File: src/rtl/subtractor_borrow_serial_amisha.sv
// rtl/subtractor_borrow_serial_amisha.sv - bit-serial N-bit unsigned subtractor with borrow out
//
// Computes diff = (a - b) mod 2^N one bit per clock, LSB first, behind a
// start/busy/done handshake. An accepted start loads the operands. N bit-steps
// follow. The completion edge then updates diff/bout/zero together and raises
// done for one cycle. A start seen in DONE is accepted immediately, so
// back-to-back operations complete every N+1 cycles.
//
// Optional feature macro: SUB_SIGNED_OVF_EN
//   When defined, adds ovf_amisha. This is the two's-complement overflow of
//   the captured operands, registered with diff.
//
// Ports:
//   clk_amisha    in   1  clock, rising edge
//   rst_n_amisha  in   1  asynchronous active-low reset
//   start_amisha  in   1  operation request, sampled only when not busy
//   a_amisha      in   N  minuend, captured on accepted start
//   b_amisha      in   N  subtrahend, captured on accepted start
//   diff_amisha   out  N  registered (a - b) mod 2^N
//   bout_amisha   out  1  registered borrow out (a < b unsigned)
//   zero_amisha   out  1  registered, diff == 0
//   busy_amisha   out  1  high while bit-steps are in progress
//   done_amisha   out  1  one-cycle pulse after results update
//   ovf_amisha    out  1  signed overflow (SUB_SIGNED_OVF_EN only)

module subtractor_borrow_serial_amisha #(
    parameter int N  = 4,
    parameter int N1 = N - 1
) (
    input  logic         clk_amisha,
    input  logic         rst_n_amisha,
    input  logic         start_amisha,
    input  logic [N-1:0] a_amisha,
    input  logic [N-1:0] b_amisha,
    output logic [N-1:0] diff_amisha,
    output logic         bout_amisha,
    output logic         zero_amisha,
    output logic         busy_amisha,
`ifdef SUB_SIGNED_OVF_EN
    output logic         done_amisha,
    output logic         ovf_amisha
`else
    output logic         done_amisha
`endif
);

    // The counter holds the step index 0..N-1. Completion is detected on the
    // last index, so the counter never has to represent N and never wraps.
    localparam int CW = (N > 2) ? $clog2(N) : 1;
    localparam logic [CW-1:0] LAST_STEP = CW'(N1);

    typedef enum logic [1:0] {
        IDLE = 2'd0,
        RUN  = 2'd1,
        DONE = 2'd2
    } state_t;

    state_t        state;
    logic [N-1:0]  a_sr;
    logic [N-1:0]  b_sr;
    logic [N-1:0]  res_sr;
    logic          borrow;
    logic [CW-1:0] count;

    logic          bit_i;
    logic          bit_j;
    logic          bit_d;
    logic          borrow_nxt;
    logic [N-1:0]  res_nxt;
    logic          last_step;

    // Full-subtractor step on the current LSBs of the operand shift registers.
    always_comb begin
        bit_i      = a_sr[0];
        bit_j      = b_sr[0];
        bit_d      = bit_i ^ bit_j ^ borrow;
        borrow_nxt = (~bit_i & bit_j) | (~(bit_i ^ bit_j) & borrow);
        // Difference bits enter from the MSB side. After N steps the first
        // (LSB) difference bit has reached position 0.
        res_nxt    = {bit_d, res_sr[N1:1]};
        last_step  = (count == LAST_STEP);
    end

    always_ff @(posedge clk_amisha or negedge rst_n_amisha) begin
        if (!rst_n_amisha) begin
            state       <= IDLE;
            a_sr        <= '0;
            b_sr        <= '0;
            res_sr      <= '0;
            borrow      <= 1'b0;
            count       <= '0;
            diff_amisha <= '0;
            bout_amisha <= 1'b0;
            zero_amisha <= 1'b0;
            busy_amisha <= 1'b0;
            done_amisha <= 1'b0;
`ifdef SUB_SIGNED_OVF_EN
            ovf_amisha  <= 1'b0;
`endif
        end else begin
            case (state)
                IDLE, DONE: begin
                    done_amisha <= 1'b0;
                    if (start_amisha) begin
                        a_sr        <= a_amisha;
                        b_sr        <= b_amisha;
                        res_sr      <= '0;
                        borrow      <= 1'b0;
                        count       <= '0;
                        busy_amisha <= 1'b1;
                        state       <= RUN;
                    end else begin
                        state       <= IDLE;
                    end
                end

                RUN: begin
                    // The start input is not looked at here. Requests made
                    // while busy are dropped and the operation continues.
                    a_sr   <= a_sr >> 1;
                    b_sr   <= b_sr >> 1;
                    res_sr <= res_nxt;
                    borrow <= borrow_nxt;
                    if (last_step) begin
                        diff_amisha <= res_nxt;
                        bout_amisha <= borrow_nxt;
                        zero_amisha <= (res_nxt == '0);
`ifdef SUB_SIGNED_OVF_EN
                        // On the last step the operand LSBs are the captured
                        // sign bits and bit_d is the result sign bit.
                        ovf_amisha  <= (bit_i != bit_j) && (bit_d != bit_i);
`endif
                        done_amisha <= 1'b1;
                        busy_amisha <= 1'b0;
                        count       <= '0;
                        state       <= DONE;
                    end else begin
                        count       <= count + CW'(1);
                    end
                end

                default: begin
                    busy_amisha <= 1'b0;
                    done_amisha <= 1'b0;
                    state       <= IDLE;
                end
            endcase
        end
    end

endmodule

File: config.mk
export PLATFORM = sky130hd
export DESIGN_NAME = subtractor_borrow_serial_amisha
export DESIGN_NICKNAME = d
export VERILOG_FILES = /design/src/rtl/subtractor_borrow_serial_amisha.sv
export SDC_FILE = /design/constraint.sdc
export NUM_CORES = 1
export LEC_CHECK = 0
export BUFFER_PORTS_ARGS = -buffer_cell sky130_fd_sc_hd__buf_2
export CAP_MARGIN = 20
export CORE_MARGIN = 3
export CORE_UTILIZATION = 49
export DETAILED_ROUTE_END_ITERATION = 10
export PLACE_DENSITY = 0.83
export SLEW_MARGIN = 40
export SYNTH_ARGS = -nofsm -noshare
export SYNTH_HDL_FRONTEND = slang
export SYNTH_SLANG_ARGS = --single-unit
File: constraint.sdc
create_clock -name clk_amisha -period 1.3 [get_ports clk_amisha]
set_input_delay 0.195 -clock clk_amisha [delete_from_list [all_inputs] [get_ports clk_amisha]]
set_output_delay 0.195 -clock clk_amisha [all_outputs]
set_load 0.01 [all_outputs]
* Yosys cells after proc, flatten, opt, wreduce, memory -nomap -nowiden
Index checks and enable logic that the tools add are counted.
Storage, ports and cells: input bits 11, word-level logic and storage cells 50, output and inout bits 8, register bits 25
Operators by class: reductions and logical operators 7, bitwise gates (word level) 7, muxes and demuxes 19, equal/unequal tests 5, $add $sub $neg 1
Operator list (count):
- case mux 4 bit (2 select lines) | 3
- two-way mux 4 bit | 3
- case mux 2 bit (2 select lines) | 2
- two-way mux 1 bit | 6
- two-way mux 2 bit | 3
- AND reduction 2 bit | 3
- equality test 2 bit, second input constant | 2
- logical NOT 4 bit | 1
- != test 2 bit, second input constant | 2
- case mux 1 bit (2 select lines) | 2
- adder 2 x 1 -> 2 bit, second input constant | 1
- AND 1 bit | 2
- equality test 2 x 1 -> 1 bit, second input constant | 1
- logical NOT 2 bit | 1
- inverter 1 bit | 2
- nonzero test 2 bit | 1
- OR reduction 2 bit | 1
- XOR 1 bit | 2
- OR 1 bit | 1

* Longest topological paths before layout
Gate-level depths: netlist of the first run.
depth after elaboration 5, gate-level depth with buffers 4, mapped depth without buffers 4

* Worst setup path after synthesis of the first run
No wires, ideal clock.
path type register to register, start point reg a_sr[0], end point reg zero_amisha, data required time 1175 ps, cell stages (with the launch flop) 4, library setup time 125 ps, arrival time 1256 ps, period minus slack after synthesis 1381 ps, slack -81 ps, cell sequence dfrtp_1 -> fa_1 -> nor4_1 -> mux2_4
Between the ends: longest elaborated chain between the ends 3
RTL lines:
- start, declared | RTL line 59 | logic [N-1:0] a_sr;
- start signal, assigned | RTL line 105 | a_sr <= a_amisha;
- start signal, assigned | RTL line 120 | a_sr <= a_sr >> 1;
- XOR 1 bit (2 in series) | RTL line 76 | bit_d = bit_i ^ bit_j ^ borrow;
- net bit_d | RTL line 67 | logic bit_d;
- logical NOT 4 bit | RTL line 127 | zero_amisha <= (res_nxt == '0);
- end signal, assigned | RTL line 127
- end, declared | RTL line 37 | output logic zero_amisha,
The timed path passes the listed nets, and every way through them passes these cells. A chain may end at the register's enable or synchronous reset.

* Worst setup path in the final report of the first run
start point reg borrow, end point reg zero_amisha
Between the ends: longest elaborated chain between the ends 2
RTL lines:
- start, declared | RTL line 62 | logic borrow;
- start signal, assigned | RTL line 123 | borrow <= borrow_nxt;
- XOR 1 bit | RTL line 76
- net bit_d | RTL line 67
- logical NOT 4 bit | RTL line 127
The timed path passes the listed nets, and every way through them passes these cells.

==> metrics, run 1 <==
status=finished, violations left; failing checks=negative setup slack; Startpoint Class=register; first-pass GRT wire length=between 3 and 4 mm; Tightest Hold Check Type=input port to register; Clock Path Buffers=2; HPWL after detailed placement=1.50 mm; total nets after synthesis=107; synthesis-stage register bit count=24; Synth top cells by count=25 x mux2i_1, 24 x dfrtp_1, 5 x inv_1, 5 x mux2_4; input/output buffers=18; VDD IR max=about 1.3 mV; WS Path Type=register to register; Synth Instances=between 90 and 100; Leakage=approximately 0.73 nW; post-route ant nets=0; Inserted Diodes=0; placed cells=141; DRT Wirelength=approximately 2.1 mm; Post-synth top flop=dfrtp_1; Final Non-Filler Cells=roughly 150; ranking of synthesized cells by area=dfrtp_1 50%, mux2i_1 21%, mux2_4 6.2%, o2bb2ai_1 2.2%, nand2b_1 2.1%; Period minus WS final=between 1 and 1.5 ns; clk_lat worst skew=0.32 ns; GR Util met1=around a fifth; Clock transition at path regs=roughly 0.13 ns; largest net degree at the start of global routing=25; Arr. time, crit path=1.63 ns; met3 GRT Util=under 10%; total power=approximately 3.4 mW; area of the die=just over 0.003 mm²; GR peak layer=met2; NumNets Final=135; number of global-route vias before repair=between 800 and 900; top-count cell post-synth=mux2i_1; Final Max Tran Viols=0; initial DRC count=10; fmax=710 MHz; slew margin rel.=between 60 and 70%; vias per cell=between 5 and 6; DRC viols=0; crit end category=register; GRT Util Overall=around 15%; Post-synth ARST share=100%; layout cells sized above 1=a little over a third; Synth cell types=25; max cap viols=0; post-layout worst setup margin=-0.108 ns; Crit Path Max Fanout=3; # IOs=19; CTS tree=built; root buf cell=clkbuf_4; design area=about 0.0014 mm²; Syn Area/Cell=roughly 13 µm²; Synth area leader=dfrtp_1; Setup Viol. Count Final=2; Mapped Area=between 0.001 and 0.0015 mm²; Clock Skew=0.00363 ns; Area growth syn-to-layout=19.3%; H-tree Lvls=1; P per Cell Area=~2300 mW/mm²; post-synthesis sequential area ratio=49.6%; Initial DRT Pass Iterations=4; Tightest Pin Transition=0.538 ns; final period utilization=108%; TritonCTS Sinks=24; Die Y=55.7 µm; core area=roughly 0.0023 mm²; share of the synthesized area in the top cell type=between 40% and 50%; GR Layer Usage met2=23.1%; number of enable flip-flop cells after synthesis=0; final-report hold violation count=0; Yosys Warn Count=0; required time of the worst setup path=~1.5 ns; total CTS buffers=3; Congestion Overflow GR=0; initial antenna violation count=0; routability congestion estimate=0.720; std cell rows=17; DR WL/cell=around 14 µm; Starting Density=53.2%; RSZ-0062 raised after global routing=true; Die Width=55.7 µm; vias=just over 800; dpl ws=-0.0970 ns; dpl cell area=approximately 0.0014 mm²
==> kinds of logic (layout without fill, tap and decap cells) <==
| group | Yosys count | in the layout | synth area share (%) |
|---|---|---|---|
| multiplexers | 31 | 31 | 27.8 |
| flip-flops | 24 | 24 | 49.6 |
| AND/OR/NAND/NOR | 16 | 16 | 8.38 |
| buffers and inverters | 11 | 38 | 5.48 |
| AO/OA/AOI/OAI | 10 | 10 | 6.00 |
| adder cells (fa/ha/maj) | 2 | 2 | 2.69 |
==> where the power goes <==
group	internal, mW	switching (mW)	total (mW)	leakage [nW]
Clock	0.171	0.235	0.406	0.0210
Combinational	0.930	0.704	1.63	0.405
Sequential	1.07	0.265	1.34	0.303
==> cell type report <==
class / count / area (µm²)
Multi-Input combinational cell: 59 / 566
Fill cell: 184 / 832
Clock buffer: 4 / 36.3
Tap cell: 28 / 35.0
Sequential cell: 24 / 601
Inverter: 5 / 18.8
Timing Repair Buffer: 29 / 188
==> per-layer routing <==
metal	vias to the layer above	routed length, µm
li1	385	-
met1	401	981
met2	17	1020
met3	4	76
met4	0	48
met5	-	0
==> worst max-delay path, cell delays in order, from the launching register on <==
cell and delay (ns):
dfrtp_1 0.38, inv_2 0.05, fa_2 0.57, nor4_1 0.05, mux2_4 0.26
==> final timing paths <==
kind | to | from | cells past startpoint | slack (ns)
setup / recovery | zero_amisha | borrow | 4 | -0.11
min in group asynchronous | diff_amisha[1] | rst_n_amisha | 2 | 0.36
hold / removal | a_sr[1] | a_amisha[1] | 3 | 0.16
setup reg to reg | zero_amisha | borrow | 4 | -0.11
hold reg to reg | zero_amisha | zero_amisha | 1 | 0.53
max in group asynchronous | a_sr[1] | rst_n_amisha | 2 | 0.58
==> through the flow <==
| step | setup TNS, ns | hold slack (ns) | utilization [%] |
|---|---|---|---|
| 3_5_place_dp | -0.150 | 0.210 | 59.4 |
| 3_3_place_gp | -0.0911 | 0.205 | 59.4 |
| 6_report | -0.118 | 0.157 | 63.4 |
| 5_1_grt | -0.344 | 0.154 | 63.4 |
| 4_1_cts | -0.149 | 0.155 | 62.2 |
| 2_1_floorplan | -0.0811 | -0.101 | - |
==> cell usage in the layout (no fill, tap or decap), drive strengths merged, types with 2 or more instances in the layout <==
master   instances
clkbuf           4
mux2             6
mux2i           25
o22ai            2
inv              5
o2bb2ai          3
dfrtp           24
nand3            2
o21ai            2
nand2b           4
buf             28
nor2             4
==> repair_timing <==
| item | CTS | global route |
|---|---|---|
| resized for setup | 4 | 2 |
| setup endpoints to repair | 6 | 7 |
| buffers inserted | 1 | 2 |
| pin swaps | 1 | 0 |
| hold buffers | 1 | 0 |
| hold endpoints to repair | 24 | 0 |
==> registers in the layout, indices dropped and copies added, names as in the netlist <==
register / cells
b_sr: 4
zero_amisha: 1
done_amisha: 1
res_sr: 3
count: 2
bout_amisha: 1
state: 2
busy_amisha: 1
a_sr: 4
diff_amisha: 4
borrow: 1
No activity file was read; power rests on OpenSTA's default activity.
==> inputs of run 2 (changes only) <==
--- a/config.mk
+++ b/config.mk
@@ -7,10 +7,12 @@
 export LEC_CHECK = 0
 export BUFFER_PORTS_ARGS = -buffer_cell sky130_fd_sc_hd__buf_2
 export CAP_MARGIN = 20
+export CELL_PAD_IN_SITES_DETAIL_PLACEMENT = 1
+export CELL_PAD_IN_SITES_GLOBAL_PLACEMENT = 1
 export CORE_MARGIN = 3
-export CORE_UTILIZATION = 49
+export CORE_UTILIZATION = 40
 export DETAILED_ROUTE_END_ITERATION = 10
-export PLACE_DENSITY = 0.83
+export PLACE_DENSITY = 0.84
 export SLEW_MARGIN = 40
 export SYNTH_ARGS = -nofsm -noshare
 export SYNTH_HDL_FRONTEND = slang
==> metrics, run 2 (synthesis results as in run 1) <==
status=finished, violations left; failing checks=negative setup slack; DR WL/cell=16.1 µm (+12%); Clock transition at path regs=0.14 ns (about the same); required time of the worst setup path=1.53 ns (about the same); DRC viols=0 (unchanged); area of the die=0.00372 mm² (+20%); Startpoint Class=register; initial antenna violation count=0 (unchanged); Clock Path Buffers=2 (unchanged); Tightest Pin Transition=0.547 ns (+0.00864 ns); input/output buffers=18 (unchanged); total power=3.37 mW (-0.10%); Crit Path Max Fanout=3 (unchanged); DRT Wirelength=2.44 mm (+15%); final period utilization=109% (+0.83 points); vias=829 (+2.7%); largest net degree at the start of global routing=25 (unchanged); routed wl met3=98 µm (+29%); Tightest Hold Check Type=input port to register; most common cell after layout, fill and taps aside=mux2i_1; commonest non-fill, non-tap cells in the layout=25 x mux2i_1, 24 x dfrtp_1, 18 x buf_2; Period minus WS final=1.42 ns (+0.0108 ns); total CTS buffers=3 (unchanged); Final Max Tran Viols=0 (unchanged); Min Hold Slack=0.156 ns (-0.00123 ns); post-route ant nets=0 (unchanged); met2 wire length=1.24 mm (+21%); Die Width=61.0 µm (+9.5%); Initial DRT Pass Iterations=4 (unchanged); biggest regs=a_sr x4, b_sr x4, diff_amisha x4; CTS tree=built; Inserted Diodes=0 (unchanged); Die Y=61.0 µm (+9.5%); Leakage=0.725 nW (-0.60%); WS Path Type=register to register; Setup Viol. Count Final=2 (unchanged); Clock Skew=0.0103 ns (+0.00671 ns); fmax=705 MHz (-0.76%); max cap viols=0 (unchanged); GRT Util Overall=15.0% (+0.19 points); post-layout worst setup margin=-0.119 ns (-0.0108 ns); design area=0.00143 mm² (-0.87%); crit end category=register; TNS Setup=-0.138 ns (-0.0201 ns); top sig layer=met4; NumNets Final=135 (unchanged); Arr. time, crit path=1.64 ns (about the same); HPWL after detailed placement=1.79 mm (+20%); filler cell count=300 (+63%); initial DRC count=12 (+2); RSZ-0062 raised after global routing=true; layout cells sized above 1=37.2% (+0.83 points); root buf cell=clkbuf_4; number of global-route vias before repair=817 (+1.7%); final-report hold violation count=0 (unchanged); first-pass GRT wire length=4.02 mm (+12%); slew margin rel.=63.6% (-0.58 points); H-tree Lvls=1 (unchanged); P per Cell Area=2360 mW/mm² (+0.77%); core area=0.00283 mm² (+24%); VDD IR max=1.01 mV (-24%); final core utilization=50.6% (-13 points); Starting Density=42.8% (-10 points); routability congestion estimate=0.722 (+0.21%); std cell rows=19 (+2); Congestion Overflow GR=0 (unchanged); clk_lat worst skew=0.32 ns (about the same); # IOs=19 (unchanged); met1 wire length=1.09 mm (+11%); Area growth syn-to-layout=18.3%; vias per cell=5.45 (+0.70%); TritonCTS Sinks=24 (unchanged); dpl cell area=0.00137 mm² (+1.0%)
==> run 2: worst paths after layout <==
kind	slack [ns]	end	startpoint	cells past startpoint
setup reg to reg	-0.12	zero_amisha	borrow	4
setup / recovery	-0.12	zero_amisha	borrow	4
min in group asynchronous	0.37	res_sr[1]	rst_n_amisha	2
hold reg to reg	0.53	diff_amisha[1]	diff_amisha[1]	1
max in group asynchronous	0.56	b_sr[0]	rst_n_amisha	2
hold / removal	0.16	b_sr[1]	b_amisha[1]	3
==> run 2: metrics by stage <==
step / setup slack, ns / instances
2_1_floorplan: -0.0811 / 94
3_3_place_gp: -0.0929 / 147
4_1_cts: -0.139 / 152
5_1_grt: -0.156 / 152
6_report: -0.119 / 152
3_5_place_dp: -0.124 / 147
==> run 2: area by class of cell <==
cell class	instances	area [µm²]	share of cell area (%)
inverter	5	18.8	1.31
sequential	24	601	42.0
clock buffer	4	36.3	2.53
timing repair buffer	29	175	12.2
multi-input combinational	59	562	39.2
tap	31	38.8	2.71
==> run 2: worst max-delay path: stages, from the launching register on <==
cell and delay [ns]:
dfrtp_1 0.38, inv_2 0.05, fa_2 0.59, nor4_2 0.04, mux2_4 0.27
==> run 2: where the power goes <==
group          switching (mW)  internal (mW)  total, mW
Combinational           0.733          0.892       1.62
Sequential              0.273           1.07       1.35
Clock                   0.233          0.171      0.405
==> run 2: routing by layer <==
metal | up-vias | GRT usage [%]
li1 | 390 | -
met1 | 419 | 18.7
met2 | 18 | 25.0
met3 | 2 | 5.53
met4 | 0 | 2.79
met5 | - | 0
==> run 2: repair_timing <==
| action | CTS | global route |
|---|---|---|
| setup endpoints to repair | 8 | 4 |
| hold endpoints to repair | 24 | 0 |
| resized for setup | 5 | 1 |
| buffers inserted | 0 | 0 |
| pin swaps | 2 | 1 |
| cloned | 0 | 0 |
| hold buffers | 1 | 0 |
==> inputs of run 3 (changes only) <==
--- a/config.mk
+++ b/config.mk
@@ -12,7 +12,7 @@
 export CORE_MARGIN = 3
 export CORE_UTILIZATION = 40
 export DETAILED_ROUTE_END_ITERATION = 10
-export PLACE_DENSITY = 0.84
+export PLACE_DENSITY_LB_ADDON = 0.1
 export SLEW_MARGIN = 40
 export SYNTH_ARGS = -nofsm -noshare
 export SYNTH_HDL_FRONTEND = slang
==> metrics, run 3 (synthesis results as in run 1) <==
Min Hold Slack=0.147 ns (-0.00894 ns); dpl ws=-0.124 ns (-0.000473 ns); filler cell count=314 (+4.7%); most common cell after layout, fill and taps aside=mux2i_1; initial DRC count=30 (+18); root buf cell=clkbuf_4; total CTS buffers=3 (unchanged); Initial DRT Pass Iterations=4 (unchanged); final period utilization=110% (+0.44 points); required time of the worst setup path=1.53 ns (about the same); Internal=2.13 mW (-0.34%); post-layout worst setup margin=-0.125 ns (-0.00577 ns); combinational share of power=47.7% (-0.4 points); routability congestion estimate=0.733 (+1.6%); vias per cell=5.41 (-0.72%); vias=823 (-0.72%); placed cells=145 (-1.4%); slew margin rel.=62.9% (-0.67 points); WS Path Type=register to register; Clock Power Share=12.2% (+0.2 points); biggest regs=a_sr x4, b_sr x4, diff_amisha x4; TNS Setup=-0.140 ns (-0.00159 ns); final-report hold violation count=0 (unchanged); GRT Util Overall=14.4% (-0.52 points); Clock transition at path regs=0.14 ns (about the same); status=finished, violations left; HPWL after detailed placement=1.57 mm (-12%); std cell rows=19 (unchanged); layout cells sized above 1=36.4% (-0.83 points); Final Non-Filler Cells=152 (unchanged); Crit Path Max Fanout=3 (unchanged); area of the die=0.00372 mm² (unchanged); Startpoint Class=register; Arr. time, crit path=1.65 ns (about the same); Die Y=61.0 µm (unchanged); input/output buffers=18 (unchanged); largest net degree at the start of global routing=25 (unchanged); core area=0.00283 mm² (unchanged); Congestion Overflow GR=0 (unchanged); TritonCTS Sinks=24 (unchanged); Starting Density=42.8% (unchanged); Net Switching=1.21 mW (-2.6%); failing checks=negative setup slack; H-tree Lvls=1 (unchanged); number of global-route vias before repair=886 (+8.4%); Sequential Power Share=40.1% (+0.2 points); VDD IR max=0.841 mV (-17%); switch share=36.2% (-0.53 points); post-route ant nets=0 (unchanged); Die Width=61.0 µm (unchanged); CTS tree=built; P per Cell Area=2340 mW/mm² (-0.74%); Tightest Hold Check Type=input port to register; # IOs=19 (unchanged); commonest non-fill, non-tap cells in the layout=25 x mux2i_1, 24 x dfrtp_1, 18 x buf_2; fmax=702 MHz (-0.41%); max cap viols=0 (unchanged); DRT Wirelength=2.28 mm (-6.7%); DRC viols=0 (unchanged); RSZ-0062 raised after global routing=true; initial antenna violation count=0 (unchanged); crit end category=register; Tightest Pin Transition=0.557 ns (+0.0101 ns); Clock Path Buffers=2 (unchanged); clk_lat worst skew=0.32 ns (about the same); Leakage=0.725 nW (about the same); first-pass GRT wire length=3.98 mm (-1.0%); Setup Viol. Count Final=3 (+1); Period minus WS final=1.42 ns (+0.00578 ns); Inserted Diodes=0 (unchanged); DR WL/cell=15.0 µm (-6.7%); NumNets Final=135 (unchanged); Clock Skew=0.00656 ns (-0.00378 ns); Final Max Tran Viols=0 (unchanged); Area growth syn-to-layout=17.8%
==> run 3: metal layers <==
layer,GRT usage [%],share of wire (%)
met5,0,0
met4,5.57,0.83
met3,1.91,2.5
met2,23.2,49
met1,19.8,47
==> run 3: worst paths after layout <==
| kind | from | to | slack (ns) | cells after the start |
|---|---|---|---|---|
| worst max-delay path | borrow | zero_amisha | -0.12 | 4 |
| worst min-delay path | a_amisha[2] | a_sr[2] | 0.15 | 3 |
| worst max register to register | borrow | zero_amisha | -0.12 | 4 |
| worst min register to register | diff_amisha[0] | diff_amisha[0] | 0.52 | 1 |
| max in group asynchronous | rst_n_amisha | state[1] | 0.56 | 2 |
| min in group asynchronous | rst_n_amisha | zero_amisha | 0.37 | 2 |
==> run 3: repair_timing <==
item | CTS | global route
hold endpoints to repair | 24 | 0
hold buffers | 1 | 0
buffers inserted | 1 | 1
setup endpoints to repair | 4 | 8
gates resized for setup | 3 | 2
pin swaps | 1 | 0
gates cloned | 0 | 0
==> run 3: worst max-delay path, cell delays in order, from the launching register on <==
cell,delay [ns]
dfrtp_1,0.39
inv_2,0.05
fa_2,0.58
nor4_1,0.05
mux2_4,0.26
==> run 3: cell type report <==
class | count | area [µm²] | area share (%)
multi-input combinational | 59 | 556 | 39.0
clock buffer | 4 | 36.3 | 2.55
timing repair buffer | 29 | 175 | 12.3
sequential | 24 | 601 | 42.1
inverter | 5 | 18.8 | 1.32
tap | 31 | 38.8 | 2.72
==> run 3: power groups by stage <==
stage | clock network [mW] | logic (mW) | registers (mW)
floorplan | 0 | 1.10 | 1.32
detailed placement | 0 | 1.53 | 1.35
global route | 0.453 | 1.79 | 1.39
global placement | 0 | 1.47 | 1.33
CTS | 0.422 | 1.57 | 1.34
finish | 0.407 | 1.59 | 1.34
==> run 3: stage by stage <==
step / power (mW) / util [%] / cell area (µm²)
6_report: 3.34 / 50.4 / 1430
4_1_cts: 3.33 / 49.8 / 1410
3_5_place_dp: 2.88 / 47.8 / 1350
5_1_grt: 3.63 / 50.4 / 1430
3_3_place_gp: 2.81 / 47.8 / 1350
2_1_floorplan: 2.42 / - / 1210
